<file path="src/rtl/sram_port_arbiter.sv">
`default_nettype none
// +----------------------------------------------------------------------------+
// | Module      : sram_port_arbiter                                            |
// | Description : Shares one external SRAM between the fetch read port and the |
// |               data read/write port. Data wins arbitration; a multi-cycle   |
// |               sequencer drives registered SRAM strobes and returns data.   |
// | Revision    : 1.0 - initial release                                        |
// +----------------------------------------------------------------------------+
module sram_port_arbiter #(
  parameter int unsigned ACCESS_CYCLES = 2  // cycles strobes are held, 1..15
) (
  input  logic        CLK,
  input  logic        RST,
  input  logic        IF_REQ,
  input  logic [31:0] IF_ADDR,
  output logic [31:0] IF_RDATA,
  output logic        IF_DONE,
  input  logic        MEM_REQ,
  input  logic        MEM_WE,
  input  logic [31:0] MEM_ADDR,
  input  logic [31:0] MEM_WDATA,
  input  logic [3:0]  MEM_BE,
  output logic [31:0] MEM_RDATA,
  output logic        MEM_DONE,
  output logic        STALL_REQ,
  output logic [19:0] SRAM_ADDR,
  output logic [31:0] SRAM_DQ_O,
  output logic        SRAM_DQ_T,
  input  logic [31:0] SRAM_DQ_I,
  output logic        SRAM_CE_N,
  output logic        SRAM_OE_N,
  output logic        SRAM_WE_N,
  output logic [3:0]  SRAM_BE_N
);

  typedef enum logic [2:0] {
    IDLE   = 3'd0,
    IF_RD  = 3'd1,
    MEM_RD = 3'd2,
    MEM_WR = 3'd3,
    WR_REC = 3'd4,
    DONE   = 3'd5
  } state_t;

  // Counter value on the final strobe cycle of an access.
  localparam logic [3:0] c_last_cnt = 4'(ACCESS_CYCLES - 1);

  state_t      state_q, state_d;
  logic [3:0]  cnt_q, cnt_d;
  logic        own_mem_q, own_mem_d;   // 1 = data port owns the transaction
  logic [19:0] addr_q, addr_d;         // doubles as the registered SRAM_ADDR
  logic [31:0] wdata_q, wdata_d;       // doubles as the registered SRAM_DQ_O
  logic [3:0]  be_q, be_d;
  logic        ce_n_q, ce_n_d;
  logic        oe_n_q, oe_n_d;
  logic        we_n_q, we_n_d;
  logic [3:0]  be_n_q, be_n_d;
  logic        dq_t_q, dq_t_d;
  logic        if_done_q, if_done_d;
  logic        mem_done_q, mem_done_d;
  logic [31:0] if_rdata_q, mem_rdata_q;
  logic        w_rd_last;
  logic        w_unused_addr_bits;

  // Address bits outside the 1M-word SRAM window and the byte offset are dropped.
  assign w_unused_addr_bits = ^{IF_ADDR[31:22], IF_ADDR[1:0], MEM_ADDR[31:22], MEM_ADDR[1:0]};

  // Final strobe cycle of a read: the pad data is sampled at the end of it.
  assign w_rd_last = ((state_q == IF_RD) || (state_q == MEM_RD)) && (cnt_q == c_last_cnt);

  // Arbitration and access sequencing; transaction fields are latched only in IDLE.
  always_comb begin
    state_d   = state_q;
    cnt_d     = cnt_q;
    own_mem_d = own_mem_q;
    addr_d    = addr_q;
    wdata_d   = wdata_q;
    be_d      = be_q;
    case (state_q)
      IDLE: begin
        if (MEM_REQ) begin
          own_mem_d = 1'b1;
          if (MEM_WE && (MEM_BE == 4'h0)) begin
            // Nothing to write: complete without touching the SRAM.
            state_d = DONE;
          end else begin
            addr_d  = MEM_ADDR[21:2];
            wdata_d = MEM_WDATA;
            be_d    = MEM_BE;
            cnt_d   = 4'd0;
            state_d = MEM_WE ? MEM_WR : MEM_RD;
          end
        end else if (IF_REQ) begin
          own_mem_d = 1'b0;
          addr_d    = IF_ADDR[21:2];
          cnt_d     = 4'd0;
          state_d   = IF_RD;
        end
      end
      IF_RD, MEM_RD: begin
        if (cnt_q == c_last_cnt) state_d = DONE;
        else                     cnt_d   = cnt_q + 4'd1;
      end
      MEM_WR: begin
        if (cnt_q == c_last_cnt) state_d = WR_REC;
        else                     cnt_d   = cnt_q + 4'd1;
      end
      WR_REC:  state_d = DONE;
      DONE:    state_d = IDLE;
      default: state_d = IDLE;
    endcase
  end

  // Strobe values for the coming cycle, decoded from the next state so pads are registered.
  always_comb begin
    ce_n_d     = 1'b1;
    oe_n_d     = 1'b1;
    we_n_d     = 1'b1;
    be_n_d     = 4'hF;
    dq_t_d     = 1'b0;
    if_done_d  = (state_d == DONE) && !own_mem_d;
    mem_done_d = (state_d == DONE) &&  own_mem_d;
    case (state_d)
      IF_RD, MEM_RD: begin
        ce_n_d = 1'b0;
        oe_n_d = 1'b0;
        be_n_d = 4'h0;
      end
      MEM_WR: begin
        ce_n_d = 1'b0;
        we_n_d = 1'b0;
        be_n_d = ~be_d;
        dq_t_d = 1'b1;
      end
      WR_REC: begin
        // WE_N released while data and chip enable stay put for hold time.
        ce_n_d = 1'b0;
        be_n_d = ~be_d;
        dq_t_d = 1'b1;
      end
      default: ;
    endcase
  end

  // State, transaction fields, pad registers and read-data capture.
  always_ff @(posedge CLK) begin
    if (RST) begin
      state_q     <= IDLE;
      cnt_q       <= 4'd0;
      own_mem_q   <= 1'b0;
      addr_q      <= 20'd0;
      wdata_q     <= 32'd0;
      be_q        <= 4'h0;
      ce_n_q      <= 1'b1;
      oe_n_q      <= 1'b1;
      we_n_q      <= 1'b1;
      be_n_q      <= 4'hF;
      dq_t_q      <= 1'b0;
      if_done_q   <= 1'b0;
      mem_done_q  <= 1'b0;
      if_rdata_q  <= 32'd0;
      mem_rdata_q <= 32'd0;
    end else begin
      state_q    <= state_d;
      cnt_q      <= cnt_d;
      own_mem_q  <= own_mem_d;
      addr_q     <= addr_d;
      wdata_q    <= wdata_d;
      be_q       <= be_d;
      ce_n_q     <= ce_n_d;
      oe_n_q     <= oe_n_d;
      we_n_q     <= we_n_d;
      be_n_q     <= be_n_d;
      dq_t_q     <= dq_t_d;
      if_done_q  <= if_done_d;
      mem_done_q <= mem_done_d;
      if (w_rd_last) begin
        if (own_mem_q) mem_rdata_q <= SRAM_DQ_I;
        else           if_rdata_q  <= SRAM_DQ_I;
      end
    end
  end

  assign IF_RDATA  = if_rdata_q;
  assign IF_DONE   = if_done_q;
  assign MEM_RDATA = mem_rdata_q;
  assign MEM_DONE  = mem_done_q;
  assign SRAM_ADDR = addr_q;
  assign SRAM_DQ_O = wdata_q;
  assign SRAM_DQ_T = dq_t_q;
  assign SRAM_CE_N = ce_n_q;
  assign SRAM_OE_N = oe_n_q;
  assign SRAM_WE_N = we_n_q;
  assign SRAM_BE_N = be_n_q;

  // Stall while any requester is waiting; drops in the completion cycle of the last one.
  assign STALL_REQ = (IF_REQ & ~if_done_q) | (MEM_REQ & ~mem_done_q);

endmodule
`default_nettype wire

</file>
<file path="config.mk">
export PLATFORM = sky130hd
export DESIGN_NAME = sram_port_arbiter
export DESIGN_NICKNAME = d
export VERILOG_FILES = /design/src/rtl/sram_port_arbiter.sv
export SDC_FILE = /design/constraint.sdc
export NUM_CORES = 1
export LEC_CHECK = 0
export CORE_ASPECT_RATIO = 2
export CORE_MARGIN = 4
export CORE_UTILIZATION = 30
export DETAILED_ROUTE_END_ITERATION = 8
export GPL_TIMING_DRIVEN = 0
export PLACE_DENSITY = 0.62
export SLEW_MARGIN = 20
export SYNTH_ARGS = -nofsm -noshare
export SYNTH_HDL_FRONTEND = slang
export SYNTH_SLANG_ARGS = --single-unit
</file>
<file path="constraint.sdc">
create_clock -name CLK -period 2.4 [get_ports CLK]
set_clock_uncertainty 0.1 [all_clocks]
set_input_delay 0.6 -clock CLK [delete_from_list [all_inputs] [get_ports CLK]]
set_output_delay 0.6 -clock CLK [all_outputs]
set_load 0.005 [all_outputs]
</file>
==> flow_summary_export.csv, run 1 <==
group,metric,value,unit
setup_path,cp-startpoint,"IF_REQ",
pwr,ir_drop,0.515,mV
drt,dr.pass1.iters,4,
synth,synth_cells,615,
grt,grt_max_degree,17,
synth,synth_top_family_by_area,"simple AND/OR/NAND/NOR gates",
cts,htreeDepth,4,
setup_path,cpPeakStageDelay,0.52,ns
sta,max_freq,426,MHz
grt,grt-ovfl-total,0,
setup_path,startpoint_type,"input port",
grt,met1_usage,0.161,
setup_path,critPathTopFamily,"buffers and inverters",
sta,min_period_over_period,0.979,
status,outcome,"finished, final reports clean",
synth,synth_seq_cells,138,
setup_path,cp_max_fo,4,
setup_path,cp.required,1.70,ns
grt,met3_usage,0.0434,
pwr,powerDensity,966,nW/µm²
setup_path,cp-end-kind,"primary output",
cells_and_area,nNetsFinal,1011,
placement,gp_congestion,0.792,
synth,synth_nets,754,
setup_path,worstPathArrival,1.65,ns
flow_run,max_cap_viol_count,0,
grt,grt-busiest-layer,"met2",
pwr,power.leakage,0.00303,µW
cells_and_area,seq_area,2760,µm²
sta,layout_setup_ws,0.0512,ns
floorplan,die_w,100,µm
floorplan,dieArea,19400,µm²
min_path,hold_path_startpoint,"SRAM_DQ_O[6]$_SDFFE_PP0P_",
synth,syn_area,5120,µm²
sta,finalHoldViolCount,0,
sta,maxSlewHeadroom,0.507,
cts,cts_made_buffers,17,
synth,yosys.area_share.simple,0.209,
placement,place_area,7760,µm²
cts,clk_latency,0.42,ns
drt,drc,0,
floorplan,start_util,0.306,
synth,yosys_warnings,0,
synth,yosysSeqAreaShare,0.539,
setup_path,crit_slowest_cell,"clkdlybuf4s50_1",
sta,tightest_slew,0.739,ns
grt,antenna_found_initial,0,
cts,clock_sinks,138,
synth,synthMuxAreaShare,0.0410,
sta,rsz0062_at_grt,"false",
cts,hold_buffers,0,
synth,synth-xor-area-share,0.00513,
floorplan,core-area,16800,µm²
grt,gr-usage-met2,0.375,
floorplan,dieHeight,193,µm
cells_and_area,n_fill_cell,1640,
setup_path,cp_num_buf_inv,3,
drt,routed_wl,17.8,mm
setup_path,r2r-start,"cnt_q[1]$_SDFFE_PP0P_",
drt,wl_per_cell,16.3,µm
synth,ys_types,42,
grt,grt_pass1_wl,26.6,mm
placement,place_ws,-0.633,ns
drt,vias_per_cell,4.60,
min_path,hold_class,"flip-flop to flip-flop",
sta,setup_viol,0,
floorplan,pin_count,264,
sta,maxSlewViolCount,0,
setup_path,critPathKind,"input port to primary output",
sta,whs,0.350,ns
grt,grt_pass1_vias,4930,
cells_and_area,drive_gt1_frac,0.0667,
placement,dp_hpwl,14.0,mm
cts,path_clk_slew,0.06,ns
floorplan,row_count,67,
setup_path,crit_chain,"dlygate4sd2_1, inv_1, o22ai_1, clkdlybuf4s50_1",
synth,synth_compound_area_frac,0.162,
placement,port_buffers,238,
cts,clockBufferDepth,2,
placement,placedCellCount,1060,
synth,syn_area_per_cell,8.33,µm²
drt,via_count,5020,
cells_and_area,synthToLayoutAreaGrowth,64.7,%
drt,drt_iter0_markers,103,
cells_and_area,final_area,8440,µm²
sta,fin_crit,2.35,ns
cells_and_area,multi_input_area,2250,µm²
grt,gr-usage-all-layers,0.180,
synth,synth-adder-area-share,0.00488,
drt,postRouteAntennaNets,0,
cts,clock-root-buffer,"clkbuf_16",
cells_and_area,finalNonFillerCells,1091,
cts,cts_tree,"yes",
cells_and_area,antenna_cells,0,
==> placed cells by master (no fill, tap or decap), drive strengths merged, types with 2 or more instances in the layout <==
master | netlist | layout
clkdlybuf4s50 | 0 | 237
nand2 | 198 | 198
dfxtp | 138 | 138
a21oi | 100 | 100
clkbuf | 33 | 55
nor2 | 30 | 30
a211oi | 22 | 22
mux2i | 21 | 21
buf | 11 | 12
nor3 | 7 | 7
inv | 6 | 6
clkinv | 0 | 6
o21ai | 5 | 5
and2 | 4 | 4
a22oi | 3 | 3
nand3 | 3 | 3
nor4b | 3 | 3
nand2b | 2 | 2
or3 | 2 | 2
xor2 | 2 | 2
and3 | 2 | 2
ha | 2 | 2
bufinv | 0 | 2
a32oi | 2 | 2
a31oi | 2 | 2
==> state kept, by name, summed over array words and instances (netlist names) <==
register / cells
IF_DONE: 1
IF_RDATA: 32
MEM_DONE: 1
MEM_RDATA: 32
SRAM_ADDR: 20
SRAM_BE_N: 4
SRAM_CE_N: 1
SRAM_DQ_O: 32
SRAM_DQ_T: 1
SRAM_OE_N: 1
SRAM_WE_N: 1
be_q: 4
cnt_q: 4
own_mem_q: 1
state_q: 3
==> per-layer routing <==
layer,up-vias,part of all wire
met3,20,0.050
met4,0,0.015
met2,142,0.60
met1,2292,0.33
li1,2566,-
met5,-,0
==> Yosys cell counts <==
cell | count | area (µm²)
a211oi_1 | 22 | 165
o21a_1 | 1 | 7.51
nor2_1 | 30 | 113
or2_0 | 1 | 6.26
nor3_1 | 7 | 35.0
o22ai_1 | 1 | 6.26
inv_1 | 6 | 22.5
a32oi_2 | 1 | 16.3
and2_0 | 1 | 6.26
nor4_1 | 1 | 6.26
nand3_1 | 3 | 15.0
a22oi_1 | 3 | 22.5
o22a_1 | 1 | 8.76
o21ai_0 | 5 | 25.0
clkbuf_1 | 33 | 124
a31oi_1 | 2 | 12.5
a211o_1 | 1 | 8.76
and4_1 | 1 | 8.76
nand4_1 | 1 | 6.26
or4_1 | 1 | 7.51
a22o_1 | 1 | 8.76
dfxtp_1 | 138 | 2760
nand2b_1 | 2 | 12.5
xor2_1 | 2 | 17.5
or3b_4 | 1 | 11.3
xnor2_1 | 1 | 8.76
nand2_1 | 198 | 743
and3_1 | 2 | 12.5
or3_1 | 2 | 12.5
ha_1 | 2 | 25.0
nor3b_1 | 1 | 7.51
nor4b_1 | 2 | 17.5
a21boi_4 | 1 | 18.8
a2bb2oi_1 | 1 | 8.76
a32oi_1 | 1 | 8.76
a21oi_1 | 100 | 500
nor2b_1 | 1 | 6.26
o211a_1 | 1 | 10.0
buf_2 | 11 | 55.1
mux2i_1 | 21 | 210
and2_1 | 3 | 18.8
nor4b_4 | 1 | 23.8
==> report_power, final <==
group | total, µW | internal (µW) | leakage, µW | switching, µW
clock network | 2550 | 1600 | 0.000287 | 954
logic | 2670 | 1340 | 0.00162 | 1330
registers | 2930 | 2710 | 0.00113 | 218
==> worst min-delay path, delay by kind of cell, from the launching register on <==
| family | cells | cell delay [ns] |
|---|---|---|
| DFF | 1 | 0.30 |
| AOI/OAI and AO/OA | 1 | 0.05 |
| and+or+nand+nor | 1 | 0.05 |
==> stage by stage <==
stage	setup TNS [ns]	utilization	total power, µW
final	0	0.503	8150
after CTS	-0.0539	0.499	8160
after floorplan	0	-	4170
after global placement	-42.16	0.463	5510
after global routing	0	0.503	8630
after detailed placement	-42.77	0.463	5550
==> kinds of logic (layout without fill, tap and decap cells) <==
group | Yosys count | in the layout
simple gates | 259 | 259
compound gates | 142 | 142
flops | 138 | 138
buf+inv | 50 | 319
mux | 21 | 21
xor+xnor | 3 | 3
fa+ha+maj | 2 | 2
==> what timing repair did <==
action / CTS / global route
setup buffers: 0 / 2
setup endpoints to repair: 84 / 112
gates resized for setup: 6 / 18
pin swaps: 0 / 2
==> worst paths after layout <==
kind                                                  end  slack [ns]  cells after the start
worst max register to register       SRAM_OE_N$_SDFF_PP1_        0.14                      7
worst min register to register  SRAM_DQ_O[6]$_SDFFE_PP0P_        0.35                      2
worst min-delay path            SRAM_DQ_O[6]$_SDFFE_PP0P_        0.35                      2
worst max-delay path                            STALL_REQ        0.05                      4
==> area by class of cell <==
| cell class | count | area share |
|---|---|---|
| clock buffer | 23 | 0.0566 |
| timing repair buffer | 240 | 0.284 |
| clock inverter | 8 | 0.0111 |
| multi-input combinational | 427 | 0.267 |
| sequential | 138 | 0.327 |
| inverter | 6 | 0.00267 |
| tap | 207 | 0.0307 |
| buffer | 42 | 0.0210 |
Power figures use the tool's default switching activity.
==> run 2, diff against run 1 <==
--- a/config.mk
+++ b/config.mk
@@ -10,7 +10,6 @@
 export CORE_UTILIZATION = 30
 export DETAILED_ROUTE_END_ITERATION = 8
 export GPL_TIMING_DRIVEN = 0
-export PLACE_DENSITY = 0.62
 export SLEW_MARGIN = 20
 export SYNTH_ARGS = -nofsm -noshare
 export SYNTH_HDL_FRONTEND = slang
==> run 2 against run 1 <==
  * First-iteration DRC count grew 42%
  * Sequential share of layout area shrank 0.11 points
  * Clock power grew 6%
==> flow_summary_export.csv, run 2 (synthesis results as in run 1) <==
group,metric,value,unit
grt,grt-ovfl-total,0,
cts,clockBufferDepth,2,
floorplan,pin_count,264,
floorplan,dieArea,19400,µm²
cts,htreeDepth,4,
setup_path,ff2ff_setup_slack,0.15,ns
cells_and_area,mostFrequentLayoutCells,"clkdlybuf4s50_1, nand2_1, dfxtp_1",
placement,placedCellCount,1060,
sta,whs,0.352,ns
sta,fin_setup_tns,0,ns
min_path,hold_class,"flip-flop to flip-flop",
drt,top_layer_used,"met4",
sta,tightest_slew,0.708,ns
setup_path,cp_max_fo,4,
cts,cts_made_buffers,17,
floorplan,die_w,100,µm
sta,maxSlewViolCount,0,
drt,postRouteAntennaNets,0,
status,outcome,"finished, final reports clean",
drt,routed_wl,18.0,mm
cells_and_area,nNetsFinal,1012,
floorplan,dieHeight,193,µm
setup_path,cp.required,1.70,ns
setup_path,worstPathArrival,1.63,ns
floorplan,core-area,16800,µm²
cts,hold_buffers,0,
cells_and_area,n_fill_cell,1620,
cts,clk_latency,0.41,ns
floorplan,row_count,67,
sta,min_period_over_period,0.971,
drt,drt_iter0_markers,146,
sta,fin_crit,2.33,ns
cts,clock-root-buffer,"clkbuf_16",
drt,vias_per_cell,4.62,
grt,gr-usage-all-layers,0.185,
setup_path,startpoint_type,"input port",
drt,via_count,5033,
grt,grt_pass1_vias,5112,
cells_and_area,synthToLayoutAreaGrowth,65.3,%
cells_and_area,antenna_cells,0,
drt,dr.pass1.iters,4,
cells_and_area,post-route-util,0.505,
drt,dr_wl_met3,836,µm
grt,antenna_found_initial,0,
grt,grt_pass1_wl,27.2,mm
setup_path,cp-end-kind,"primary output",
cts,path_clk_slew,0.06,ns
sta,rsz0062_at_grt,"false",
sta,setup_viol,0,
placement,gp_congestion,0.767,
pwr,ir_drop,0.531,mV
sta,max_freq,429,MHz
cts,cts_tree,"yes",
flow_run,max_cap_viol_count,0,
drt,drc,0,
setup_path,critPathKind,"input port to primary output",
placement,place_area,7760,µm²
drt,wl_per_cell,16.5,µm
cells_and_area,drive_gt1_frac,0.0657,
pwr,power.leakage,0.00304,µW
placement,dp_hpwl,14.3,mm
sta,maxSlewHeadroom,0.528,
sta,finalHoldViolCount,0,
setup_path,cpPeakStageDelay,0.52,ns
cells_and_area,layout_commonest_cell,"clkdlybuf4s50_1",
floorplan,start_util,0.306,
placement,port_buffers,238,
cells_and_area,final_area,8470,µm²
drt,drt-met1-wl,5.98,mm
setup_path,crit_chain,"dlygate4sd2_1, inv_1, o22ai_1, clkdlybuf4s50_1",
setup_path,crit_slowest_cell,"clkdlybuf4s50_1",
cts,clock_sinks,138,
pwr,powerDensity,982,nW/µm²
cells_and_area,finalNonFillerCells,1090,
grt,grt_max_degree,17,
drt,wl_met2,10.7,mm
run 2: final timing paths:
check                                   from                          to  cells past startpoint
hold / removal    MEM_RDATA[18]$_SDFFE_PP0P_  MEM_RDATA[18]$_SDFFE_PP0P_                      2
setup reg to reg       cnt_q[1]$_SDFFE_PP0P_        SRAM_OE_N$_SDFF_PP1_                      7
hold reg to reg   MEM_RDATA[18]$_SDFFE_PP0P_  MEM_RDATA[18]$_SDFFE_PP0P_                      2
setup / recovery                      IF_REQ                   STALL_REQ                      4
run 2: stage by stage:
stage / total power (µW) / setup WS [ns]
CTS: 8390 / 0.0236
global route: 8800 / 0.00133
floorplan: 4170 / 0.134
global placement: 5530 / -0.649
finish: 8310 / 0.0688
detailed placement: 5550 / -0.635
run 2: layout make-up:
cell class	instances	area [µm²]	share of cell area
Sequential cell	138	2760	0.326
Timing Repair Buffer	241	2400	0.284
Multi-Input combinational cell	427	2240	0.264
Clock buffer	20	457	0.0539
Tap cell	207	259	0.0306
Buffer	42	179	0.0211
Clock inverter	9	148	0.0174
Inverter	6	22.5	0.00266
run 2: critical path: cells and delay by family:
| family | cells | cell delay (ns) |
|---|---|---|
| compound gates | 1 | 0.17 |
| buf+inv | 3 | 0.86 |
run 2: what timing repair did:
| item | CTS | global route |
|---|---|---|
| hold endpoints to repair | 0 | 0 |
| setup buffers | 1 | 2 |
| pin swaps | 0 | 1 |
| setup endpoints to repair | 90 | 97 |
| gates resized for setup | 12 | 9 |
run 2: power by group:
part | total [µW] | internal (µW) | switching, µW
sequential | 2920 | 2710 | 216
clock | 2710 | 1770 | 945
combinational | 2680 | 1340 | 1340
total | 8310 | 5810 | 2500
run 2: per-layer routing:
| metal | vias up | track usage |
|---|---|---|
| li1 | 2565 | - |
| met1 | 2277 | 0.163 |
| met2 | 163 | 0.380 |
| met3 | 28 | 0.0405 |
| met4 | 0 | 0.0825 |
| met5 | - | 0 |
==> run 3, diff against run 2 <==
--- a/config.mk
+++ b/config.mk
@@ -10,6 +10,8 @@
 export CORE_UTILIZATION = 30
 export DETAILED_ROUTE_END_ITERATION = 8
 export GPL_TIMING_DRIVEN = 0
+export PLACE_DENSITY = 0.66
+export REMOVE_ABC_BUFFERS = 1
 export SLEW_MARGIN = 20
 export SYNTH_ARGS = -nofsm -noshare
 export SYNTH_HDL_FRONTEND = slang
==> constraint.sdc (replaced) <==
create_clock -name CLK -period 2 [get_ports CLK]
set_clock_uncertainty 0.1 [all_clocks]
set_input_delay 0.5 -clock CLK [delete_from_list [all_inputs] [get_ports CLK]]
set_output_delay 0.5 -clock CLK [all_outputs]
set_load 0.005 [all_outputs]
==> run 3 against run 2 <==
  * The run now ends with setup timing left
  * Sequential share of layout area down 1.8 points
  * Via count up 3.9%
  * Critical path depth up 3
  * Count of clock-buffer cells in the layout up 1
  * Non-clock buffer count down 9
  * Total power up 32%
  * Worst setup slack worse by 0.20 ns
  * Critical endpoint is now SRAM_OE_N$_SDFF_PP1_
  * Largest cell class unchanged
==> flow_summary_export.csv, run 3 (synthesis results as in run 1) <==
group,metric,value,unit
status,outcome,"complete, but fails checks",
status,violations,"setup timing",
floorplan,start_util,0.306,
sta,setup_viol,54,
cts,clock_sinks,138,
cts,cts_tree,"yes",
sta,maxSlewViolCount,0,
placement,port_buffers,239,
setup_path,critPathKind,"flip-flop to flip-flop",
sta,fin_crit,2.13,ns
sta,min_period_over_period,1.06,
sta,finalHoldViolCount,0,
cells_and_area,post-route-util,0.536,
setup_path,crit_slowest_cell,"or3b_4",
floorplan,die_w,100,µm
sta,layout_setup_ws,-0.126,ns
grt,grt_max_degree,81,
sta,maxSlewHeadroom,0.541,
grt,grt_pass1_vias,5113,
cells_and_area,layout_commonest_cell,"clkdlybuf4s50_1",
min_path,hold_class,"flip-flop to flip-flop",
cts,path_clk_slew,0.06,ns
cells_and_area,drive_gt1_frac,0.150,
floorplan,pin_count,264,
setup_path,startpoint_type,"flip-flop",
sta,rsz0062_at_grt,"true",
setup_path,worstPathArrival,2.32,ns
cts,cts_made_buffers,17,
sta,tightest_slew,0.688,ns
pwr,powerDensity,1220,nW/µm²
cells_and_area,nNetsFinal,1011,
cells_and_area,mostFrequentLayoutCells,"clkdlybuf4s50_1, nand2_1, dfxtp_1",
placement,gp_congestion,0.775,
placement,place_area,7700,µm²
drt,postRouteAntennaNets,0,
cells_and_area,final_area,8980,µm²
sta,max_freq,470,MHz
pwr,ir_drop,0.646,mV
floorplan,dieHeight,193,µm
floorplan,core-area,16800,µm²
drt,drc,0,
cts,clock-root-buffer,"clkbuf_16",
setup_path,cpPeakStageDelay,0.44,ns
cells_and_area,synthToLayoutAreaGrowth,75.3,%
setup_path,crit_chain,"inv_2, ha_4, or3b_4, a32oi_4, nand2_4, and2_4, or4_4",
setup_path,cp.required,2.19,ns
flow_run,max_cap_viol_count,0,
pwr,power.leakage,0.00326,µW
grt,gr-usage-all-layers,0.194,
drt,wl_per_cell,17.9,µm
cells_and_area,antenna_cells,0,
placement,place_ws,-1.74,ns
drt,dr.pass1.iters,5,
floorplan,dieArea,19400,µm²
drt,vias_per_cell,4.79,
cts,htreeDepth,4,
grt,grt-ovfl-total,0,
grt,grt_pass1_wl,28.1,mm
cts,clockBufferDepth,2,
pwr,power,10900,µW
placement,dp_hpwl,12.1,mm
setup_path,cp-end-kind,"flip-flop",
drt,routed_wl,19.5,mm
floorplan,row_count,67,
drt,via_count,5230,
drt,drt_iter0_markers,162,
setup_path,cp_max_fo,6,
sta,fin_setup_tns,-3.29,ns
grt,antenna_found_initial,0,
cts,clk_latency,0.42,ns
run 3: worst paths after layout:
| kind | slack (ns) | start | cells past startpoint | endpoint |
|---|---|---|---|---|
| worst max-delay path | -0.13 | cnt_q[1]$_SDFFE_PP0P_ | 7 | SRAM_OE_N$_SDFF_PP1_ |
| worst min-delay path | 0.35 | IF_RDATA[1]$_SDFFE_PP0P_ | 2 | IF_RDATA[1]$_SDFFE_PP0P_ |
| worst max register to register | -0.13 | cnt_q[1]$_SDFFE_PP0P_ | 7 | SRAM_OE_N$_SDFF_PP1_ |
| worst min register to register | 0.35 | IF_RDATA[1]$_SDFFE_PP0P_ | 2 | IF_RDATA[1]$_SDFFE_PP0P_ |
run 3: metrics by stage:
| stage | std cells | hold slack [ns] |
|---|---|---|
| after floorplan | 571 | 0.347 |
| after global placement | 1017 | 0.340 |
| after detailed placement | 1023 | 0.346 |
| after CTS | 1086 | 0.353 |
| after global routing | 1092 | 0.368 |
| final | 1092 | 0.351 |
run 3: layer usage:
layer	up-vias	GRT usage	wire, µm
met2	208	0.380	11300
met4	0	0.103	856
met5	-	0	0
li1	2588	-	-
met1	2391	0.175	6230
met3	43	0.0499	1130
run 3: timing repair:
action	in CTS	in global routing
hold buffers	0	0
buffers inserted	27	4
setup endpoints to repair	130	111
gates cloned	6	2
pin swaps	20	7
hold endpoints to repair	0	0
resized for setup	59	29
run 3: where the power goes:
group | internal [µW] | total, µW | switching [µW]
Sequential | 3260 | 3560 | 304
Clock | 2310 | 3540 | 1230
Combinational | 2000 | 3840 | 1840
Total | 7570 | 10900 | 3370
run 3: worst max-delay path, delay by kind of cell (launching register included):
| kind | cells | cell delay, ns |
|---|---|---|
| AO/OA/AOI/OAI | 1 | 0.26 |
| adder cells (fa/ha/maj) | 1 | 0.13 |
| buffers and inverters | 1 | 0.07 |
| flip-flops | 1 | 0.33 |
| AND/OR/NAND/NOR | 4 | 1.12 |
run 3: layout make-up:
cell class              count  area [µm²]
clock inverters            11         190
clock buffers              21         470
multi-input cells         435        2520
fillers                  1511        7790
repair buffers            274        2740
inverters                   6        26.3
flip-flops and latches    138        2770
well taps                 207         259
